$ cat src/rtl/tstate_pkg.sv
// Shared constants and helpers for the T-state sequencer.
// Optional instruction counter: TSTATE_INSTR_COUNT_EN.
package tstate_pkg;

  localparam int NUM_T_DEF     = 18;
  localparam int FETCH_LEN_DEF = 3;

  localparam int T01_IDX = 0;
  localparam int T02_IDX = 1;
  localparam int T03_IDX = 2;
  localparam int T04_IDX = 3;
  localparam int T05_IDX = 4;
  localparam int T06_IDX = 5;
  localparam int T07_IDX = 6;
  localparam int T08_IDX = 7;
  localparam int T09_IDX = 8;
  localparam int T10_IDX = 9;
  localparam int T11_IDX = 10;
  localparam int T12_IDX = 11;
  localparam int T13_IDX = 12;
  localparam int T14_IDX = 13;
  localparam int T15_IDX = 14;
  localparam int T16_IDX = 15;
  localparam int T17_IDX = 16;
  localparam int T18_IDX = 17;

  // Widest legal ring is 64 states; callers truncate.
  function automatic logic [63:0] onehot_of(input int idx);
    logic [63:0] v;
    v = 64'd1 << idx;
    return v;
  endfunction

endpackage

$ cat src/rtl/tstate_onehot_chk.sv
// One-hot to index encoder with an exactly-one-bit-set flag.
// Part of the tstate_sequencer (TSTATE_INSTR_COUNT_EN optional).
module tstate_onehot_chk #(
  parameter int N = 18,
  parameter int W = $clog2(N)
) (
  input  logic [N-1:0] vec_i,
  output logic [W-1:0] idx_o,
  output logic         legal_o
);

  logic [6:0] ones;

  always_comb begin
    ones = '0;
    idx_o = '0;
    for (int i = 0; i < N; i++) begin
      if (vec_i[i]) begin
        ones = ones + 7'd1;
        idx_o = idx_o | W'(i);
      end
    end
    legal_o = (ones == 7'd1);
  end

endmodule

$ cat src/rtl/tstate_sequencer.sv
// One-hot T-state ring with programmable length, hold and recovery.
// Define TSTATE_INSTR_COUNT_EN to add the 16-bit instr_count output.
module tstate_sequencer
  import tstate_pkg::*;
#(
  parameter int NUM_T     = NUM_T_DEF,
  parameter int FETCH_LEN = FETCH_LEN_DEF,
  parameter int IDX_W     = $clog2(NUM_T)
) (
  input  logic             CLK,
  input  logic             CLR,
  input  logic             run,
  input  logic             early_end,
  input  logic [IDX_W-1:0] t_limit,
  output logic [NUM_T-1:0] state,
  output logic [IDX_W-1:0] t_idx,
  output logic             fetch,
  output logic             last_t,
  output logic             instr_done,
  output logic             err
`ifdef TSTATE_INSTR_COUNT_EN
  ,
  output logic [15:0]      instr_count
`endif
);

  localparam logic [NUM_T-1:0] T1_VEC =
    NUM_T'(onehot_of(T01_IDX));
  localparam logic [IDX_W-1:0] LIM_MAX =
    IDX_W'(NUM_T - 1);
  localparam int FW = IDX_W + 1;
  localparam logic [FW-1:0] FETCH_V = FW'(FETCH_LEN);

  logic [NUM_T-1:0] state_q, state_d;
  logic             done_q, done_d;
  logic             err_q, err_d;
  logic [15:0]      cnt_q, cnt_d;
  logic [IDX_W-1:0] eff_lim;
  logic [IDX_W-1:0] idx;
  logic             legal;
  logic             wrap;

  tstate_onehot_chk #(
    .N (NUM_T),
    .W (IDX_W)
  ) u_chk (
    .vec_i   (state_q),
    .idx_o   (idx),
    .legal_o (legal)
  );

  assign eff_lim = (t_limit > LIM_MAX) ? LIM_MAX : t_limit;

  // Top of ring always ends the instruction, so an index
  // already past a lowered limit still wraps to T1.
  assign wrap = early_end
              | (idx == eff_lim)
              | (idx == LIM_MAX);

  always_comb begin
    state_d = state_q;
    done_d  = 1'b0;
    err_d   = err_q;
    cnt_d   = cnt_q;
    if (!legal) begin
      state_d = T1_VEC;
      err_d   = 1'b1;
    end else if (run && wrap) begin
      state_d = T1_VEC;
      done_d  = 1'b1;
      cnt_d   = cnt_q + 16'd1;
    end else if (run) begin
      state_d = state_q << 1;
    end
  end

  always_ff @(posedge CLK) begin
    if (CLR) begin
      state_q <= T1_VEC;
      done_q  <= 1'b0;
      err_q   <= 1'b0;
      cnt_q   <= '0;
    end else begin
      state_q <= state_d;
      done_q  <= done_d;
      err_q   <= err_d;
      cnt_q   <= cnt_d;
    end
  end

  assign state      = state_q;
  assign t_idx      = idx;
  assign fetch      = ({1'b0, idx} < FETCH_V);
  assign last_t     = run & wrap;
  assign instr_done = done_q;
  assign err        = err_q;

`ifdef TSTATE_INSTR_COUNT_EN
  assign instr_count = cnt_q;
`else
  logic unused_cnt;
  assign unused_cnt = ^cnt_q;
`endif

endmodule
$ cat config.mk
export PLATFORM = sky130hd
export DESIGN_NAME = tstate_sequencer
export DESIGN_NICKNAME = d
export VERILOG_FILES = /design/src/rtl/tstate_pkg.sv /design/src/rtl/tstate_onehot_chk.sv /design/src/rtl/tstate_sequencer.sv
export SDC_FILE = /design/constraint.sdc
export NUM_CORES = 1
export LEC_CHECK = 0
export ABC_AREA = 1
export BUFFER_PORTS_ARGS = -buffer_cell sky130_fd_sc_hd__buf_2
export CAP_MARGIN = 20
export CORE_UTILIZATION = 35
export DETAILED_ROUTE_END_ITERATION = 10
export SLEW_MARGIN = 20
export SYNTH_ARGS = -nofsm -noshare
export SYNTH_HDL_FRONTEND = slang
export SYNTH_HIERARCHICAL = 1
export SYNTH_SLANG_ARGS = --single-unit
$ cat constraint.sdc
create_clock -name CLK -period 10.55 [get_ports CLK]
set_clock_uncertainty 0.2 [all_clocks]
set_input_delay 1.055 -clock CLK [delete_from_list [all_inputs] [get_ports CLK]]
set_output_delay 1.055 -clock CLK [all_outputs]
set_load 0.005 [all_outputs]
* Yosys cells after proc, flatten, opt, wreduce, memory -nomap -nowiden
Index checks and enable logic that the tools add are counted.
Storage, ports and cells: register bits 20, input bits 9, output and inout port bits 27, logic and storage cells 69
Operators by class: add/sub/neg operators 17, $lt $le $gt $ge 2, eq/ne operators 3, muxes and demuxes 37, bitwise operators 4, reductions and logical operators 3
Operator list (number):
- $mux W7 | 17
- $add A7 B1 Y7 const B | 16
- $mux W4 | 8
- $mux W5 | 3
- $mux W3 | 4
- $eq A7 B1 Y1 const B | 1
- $eq A5 B5 Y1 | 1
- $eq A5 B5 Y1 const B | 1
- $gt A5 B5 Y1 const B | 1
- $lt A5 B2 Y1 const B | 1
- $mux W2 | 2
- $mux W1 | 3
- $reduce_or A3 Y1 | 1
- $add A1 B1 Y2 const B | 1
- $or A1 B1 Y1 | 2
- $reduce_or A2 Y1 | 1
- $and A1 B1 Y1 | 1
- $logic_and A1 B1 Y1 | 1
- $not A1 Y1 | 1

* Longest topological paths before layout
depth after elaboration 38, depth in mapped cells 62, depth with buffers taken out 61

* Hierarchy
The synthesis kept the hierarchy.
By module, submodules not included:
- tstate_onehot_chk | times used 1, cells an instance 416, area an instance 2312.2 µm², seq. area each 0.0 µm²
- tstate_sequencer | times used 1, cells an instance 108, area an instance 869.6 µm², seq. area each 400.4 µm²

* Worst setup path after synthesis
No wires, ideal clock.
kind reg2reg, from reg state_q[0] (netlist: state[0]), to reg state_q[11] (netlist: state[11]), library setup time 0.064 ns, data arrival time 8.659 ns, required time 10.286 ns, path slack 1.627 ns, stages on the path, launching flop included 62, buffers on the path 1, period minus slack after synthesis 8.923 ns, cells stage by stage dfxtp_1 > inv_1 > ha_1 > inv_1 > nand2_2 > nand2_2 > inv_1 > ha_1 > nand2_1 > nand2_1 > ha_1 > or2_1 > nand2_1 > inv_1 > ha_1 > nand2_1 > nand2_1 > ha_1 > [26 not listed] > inv_1 > ha_1 > o21ai_0 > inv_1 > ha_1 > nand2_1 > o21ai_0 > ha_1 > o21ai_0 > nand3_1 > nor2_1 > nand3_1 > nor2_1 > inv_1 > nor2_1 > nand2_4 > buf_6 > nor2_1
On the way: cells in the longest elaborated chain, start to end 38
RTL lines:
- from (decl) | RTL line tstate_sequencer.sv:34 | logic [NUM_T-1:0] state_q, state_d;
- from (signal assigned) | RTL line tstate_sequencer.sv:84 | state_q <= state_d;
- $mux W1 (*) | RTL line tstate_onehot_chk.sv:18 | if (vec_i[i]) begin
- $add A1 B1 Y2 | RTL line tstate_onehot_chk.sv:19 | ones = ones + 7'd1;
- $mux W7 (*) | RTL line tstate_onehot_chk.sv:18
- $add A7 B1 Y7 | RTL line tstate_onehot_chk.sv:19
- $mux W7 (*) | RTL line tstate_onehot_chk.sv:18
- $add A7 B1 Y7 | RTL line tstate_onehot_chk.sv:19
- $mux W7 (*) | RTL line tstate_onehot_chk.sv:18
- $add A7 B1 Y7 | RTL line tstate_onehot_chk.sv:19
- [23 not listed]
- $add A7 B1 Y7 | RTL line tstate_onehot_chk.sv:19
- $mux W7 (*) | RTL line tstate_onehot_chk.sv:18
- $add A7 B1 Y7 | RTL line tstate_onehot_chk.sv:19
- $mux W7 (*) | RTL line tstate_onehot_chk.sv:18
- $eq A7 B1 Y1 (*) | RTL line tstate_onehot_chk.sv:23 | legal_o = (ones == 7'd1);
- named net legal | RTL line tstate_sequencer.sv:40 | logic legal;
- $not A1 Y1 (no line) (*)
- $reduce_or A3 Y1 (no line) (*)
Mark *: on every way through the listed nets, which the timed path passes. The rest lies on a longest branch. A chain may end at the register's enable or synchronous reset.

* Final worst setup path
Same ends and word-level chain as after synthesis.

==> impl_results.md <==
- Area contributors post-synth: nand2_1, dfxtp_1, inv_1
- WP data required: 10.54 ns
- Yosys warns: 6
- Yosys reg bits: 20
- Leakage Power: between 1.5 and 2 nW
- Setup TNS: 0 ns
- CP most frequent cell: nand2_1
- Worst Tran Pin Value: roughly 0.5 ns
- IO Port Bufs: 35
- Asr flop ratio synth: 0
- DRT Wirelength: ~6800 um
- CTS tree: yes
- Initial core utilization: 0.363
- Buffer count from post-CTS setup fixing: 0
- Drt via density: 4.73
- Share of cells above drive strength 1: 0.263
- Starting DRT DRC Count: 76
- Die Ht: just under 100 um
- DRC: 0
- Grt ovf: 0
- Max IR drop VDD: approximately 0.00015 V
- Final Max Slew Viols: 0
- RSZ-0062 raised after global routing: false
- Outcome: finished, final reports clean
- Mapped Cells: around 520
- Global-route wire length before repair: roughly 13000 um
- Net Count, Synth: 550
- Die Span X: a little under 100 um
- Slew HR: 0.670
- Total number of vias: between 3000 and 4000
- Clock slew at reported path FFs: roughly 0.070 ns
- Mapped Area: 3180 um2
- WP buf/inv: 8
- Crit Path Category: reg -> reg
- Crit-path max cell delay: roughly 0.40 ns
- Share of the synthesized area in the top cell type: 0.153
- CP Data Arrival Time: approximately 9.5 ns
- Routability Congestion: roughly 0.80
- Bufs on Longest Clock Path: 2
- DRT antenna net count: 0
- Pwr dens: 209 nW/um2
- Largest net degree at the start of global routing: 20
- H-tree levels: 1
- Die ar.: roughly 9500 um2
- Core region area: 8760 um2
- Setup-failing EPs final: 0
- Area after DPL: roughly 3500 um2
- Diode count: 0
- HPWL Detailed: approximately 5800 um
- Post-route cell area: approximately 3500 um2
- Critical Path Fanout Max: 17
- # rows: 34
- Fmax: approximately 110 MHz
- Nets@finish: roughly 600
- Slowest-stage cell, CP: dfxtp_1
- Type of origin of the critical path: flip-flop
- Wire length per cell: ~10 um
- Vias in the first global route: about 3000
- Drt pass-1 iters: 4
- CP delay by family, top: adder cells
- Leading area contributor after synthesis: nand2_1
- Post-synthesis sequential area ratio: 0.126
- CTS root buf: clkbuf_8
- Clk sinks: 20
- Layout Cells excl Fill: roughly 670
- IO Count: 36
- Main flop type after synthesis: dfxtp_1
- Max-cap viol count: 0
- Dpl cells: between 600 and 700
- Layout area overhead: 10.7%
- Post-CTS Resized: 0
- Distinct cells, synth: 39
- CP endpoint kind: flip-flop
- Hold-fix buffers, CTS: 0
- Hold Worst Slack: approximately 0.27 ns
- Post-synth EDFFs: 0
- Synthesized area per cell: between 6 and 7 um2
- Total CTS buffers: 3
- Total track usage: 0.153
- Final Critical Period: about 9.5 ns
- Worst-Skew Late Latency: 0.26 ns
- Final Hold Fails: 0
- Period utilization: 0.902
- Antenna violations before repair: 0
- Worst min path class: reg -> reg
==> state kept, by name, indices dropped and copies added, names as in the netlist <==
register and count:
state 18, err 1, instr_done 1
==> path summary, 6_finish.rpt <==
kind / cells after the start / slack (ns) / startpoint / endpoint
max: 60 / 1.04 / state[0]$_SDFFE_PP1P_ / state[11]$_SDFFE_PP0P_
min: 2 / 0.27 / err$_SDFFE_PP0N_ / err$_SDFFE_PP0N_
max reg2reg: 60 / 1.04 / state[0]$_SDFFE_PP1P_ / state[11]$_SDFFE_PP0P_
min reg2reg: 2 / 0.27 / err$_SDFFE_PP0N_ / err$_SDFFE_PP0N_
==> cells by family after synthesis <==
| logic type | after synthesis | share of synthesized area |
|---|---|---|
| AO/OA/AOI/OAI | 23 | 0.0401 |
| XOR/XNOR | 6 | 0.0212 |
| adder cells (fa/ha/maj) | 17 | 0.0668 |
| buffers and inverters | 91 | 0.114 |
| flip-flops | 20 | 0.126 |
| multiplexers | 13 | 0.0409 |
| AND/OR/NAND/NOR | 354 | 0.591 |
==> synthesized netlist by cell type, types with 4 or more instances <==
master and count:
nor2_1 52, nand4_1 5, inv_1 82, nand3_1 55
nand2_2 46, nand3b_1 4, o21ai_0 14, dfxtp_1 20
nor3_1 4, inv_2 5, nor2_2 10, nand3_2 29
nand2_4 6, ha_1 17, nand2_1 130, mux2i_1 13
==> tightest hold or removal path, cell delays in order (launching register included) <==
cell and delay, ns:
dfxtp_1 0.33, nor2_1 0.05, nor2_1 0.07
==> metrics by stage <==
step,utilization,setup slack (ns),total power [mW]
finish,0.402,1.04,0.736
global route,0.402,0.00433,0.862
CTS,0.401,0.791,0.740
detailed placement,0.395,0.829,0.680
global placement,0.395,1.00,0.667
floorplan,-,1.63,0.570
==> cell usage in the layout, fill, tap and decap left out, types with 2 or more instances in the layout <==
cell type	n
a21oi_1	3
buf_2	35
clkbuf_8	4
dfxtp_1	20
ha_1	17
inv_1	82
inv_2	5
mux2i_1	13
nand2_1	130
nand2_2	46
nand2_4	6
nand2b_1	2
nand3_1	55
nand3_2	29
nand3b_1	4
nand3b_2	2
nand3b_4	2
nand4_1	5
nor2_1	51
nor2_2	10
nor3_1	4
o21ai_0	14
or2_2	3
xnor2_1	3
==> layout make-up <==
| type | count | area [um2] |
|---|---|---|
| tap | 108 | 135 |
| timing repair buffer | 35 | 175 |
| clock buffer | 4 | 55.1 |
| sequential | 20 | 400 |
| inverter | 88 | 330 |
| fill | 944 | 5240 |
| multi-input combinational | 413 | 2430 |
==> routing by layer <==
metal  share of wire  vias to the layer above  wire length (um)  track usage
met4          0.0095                        0                65       0.0204
met3           0.021                        9               141       0.0108
met2            0.46                       42              3120        0.279
met5               0                        -                 0            0
met1            0.51                     1373              3520        0.200
li1                -                     1737                 -            -
==> power breakdown <==
| part | internal [mW] | total [mW] | switching, mW |
|---|---|---|---|
| Clock | 0.0332 | 0.0576 | 0.0244 |
| Combinational | 0.205 | 0.576 | 0.370 |
| Sequential | 0.0879 | 0.102 | 0.0144 |
| Total | 0.326 | 0.736 | 0.409 |
No activity file was read; power rests on OpenSTA's default activity.
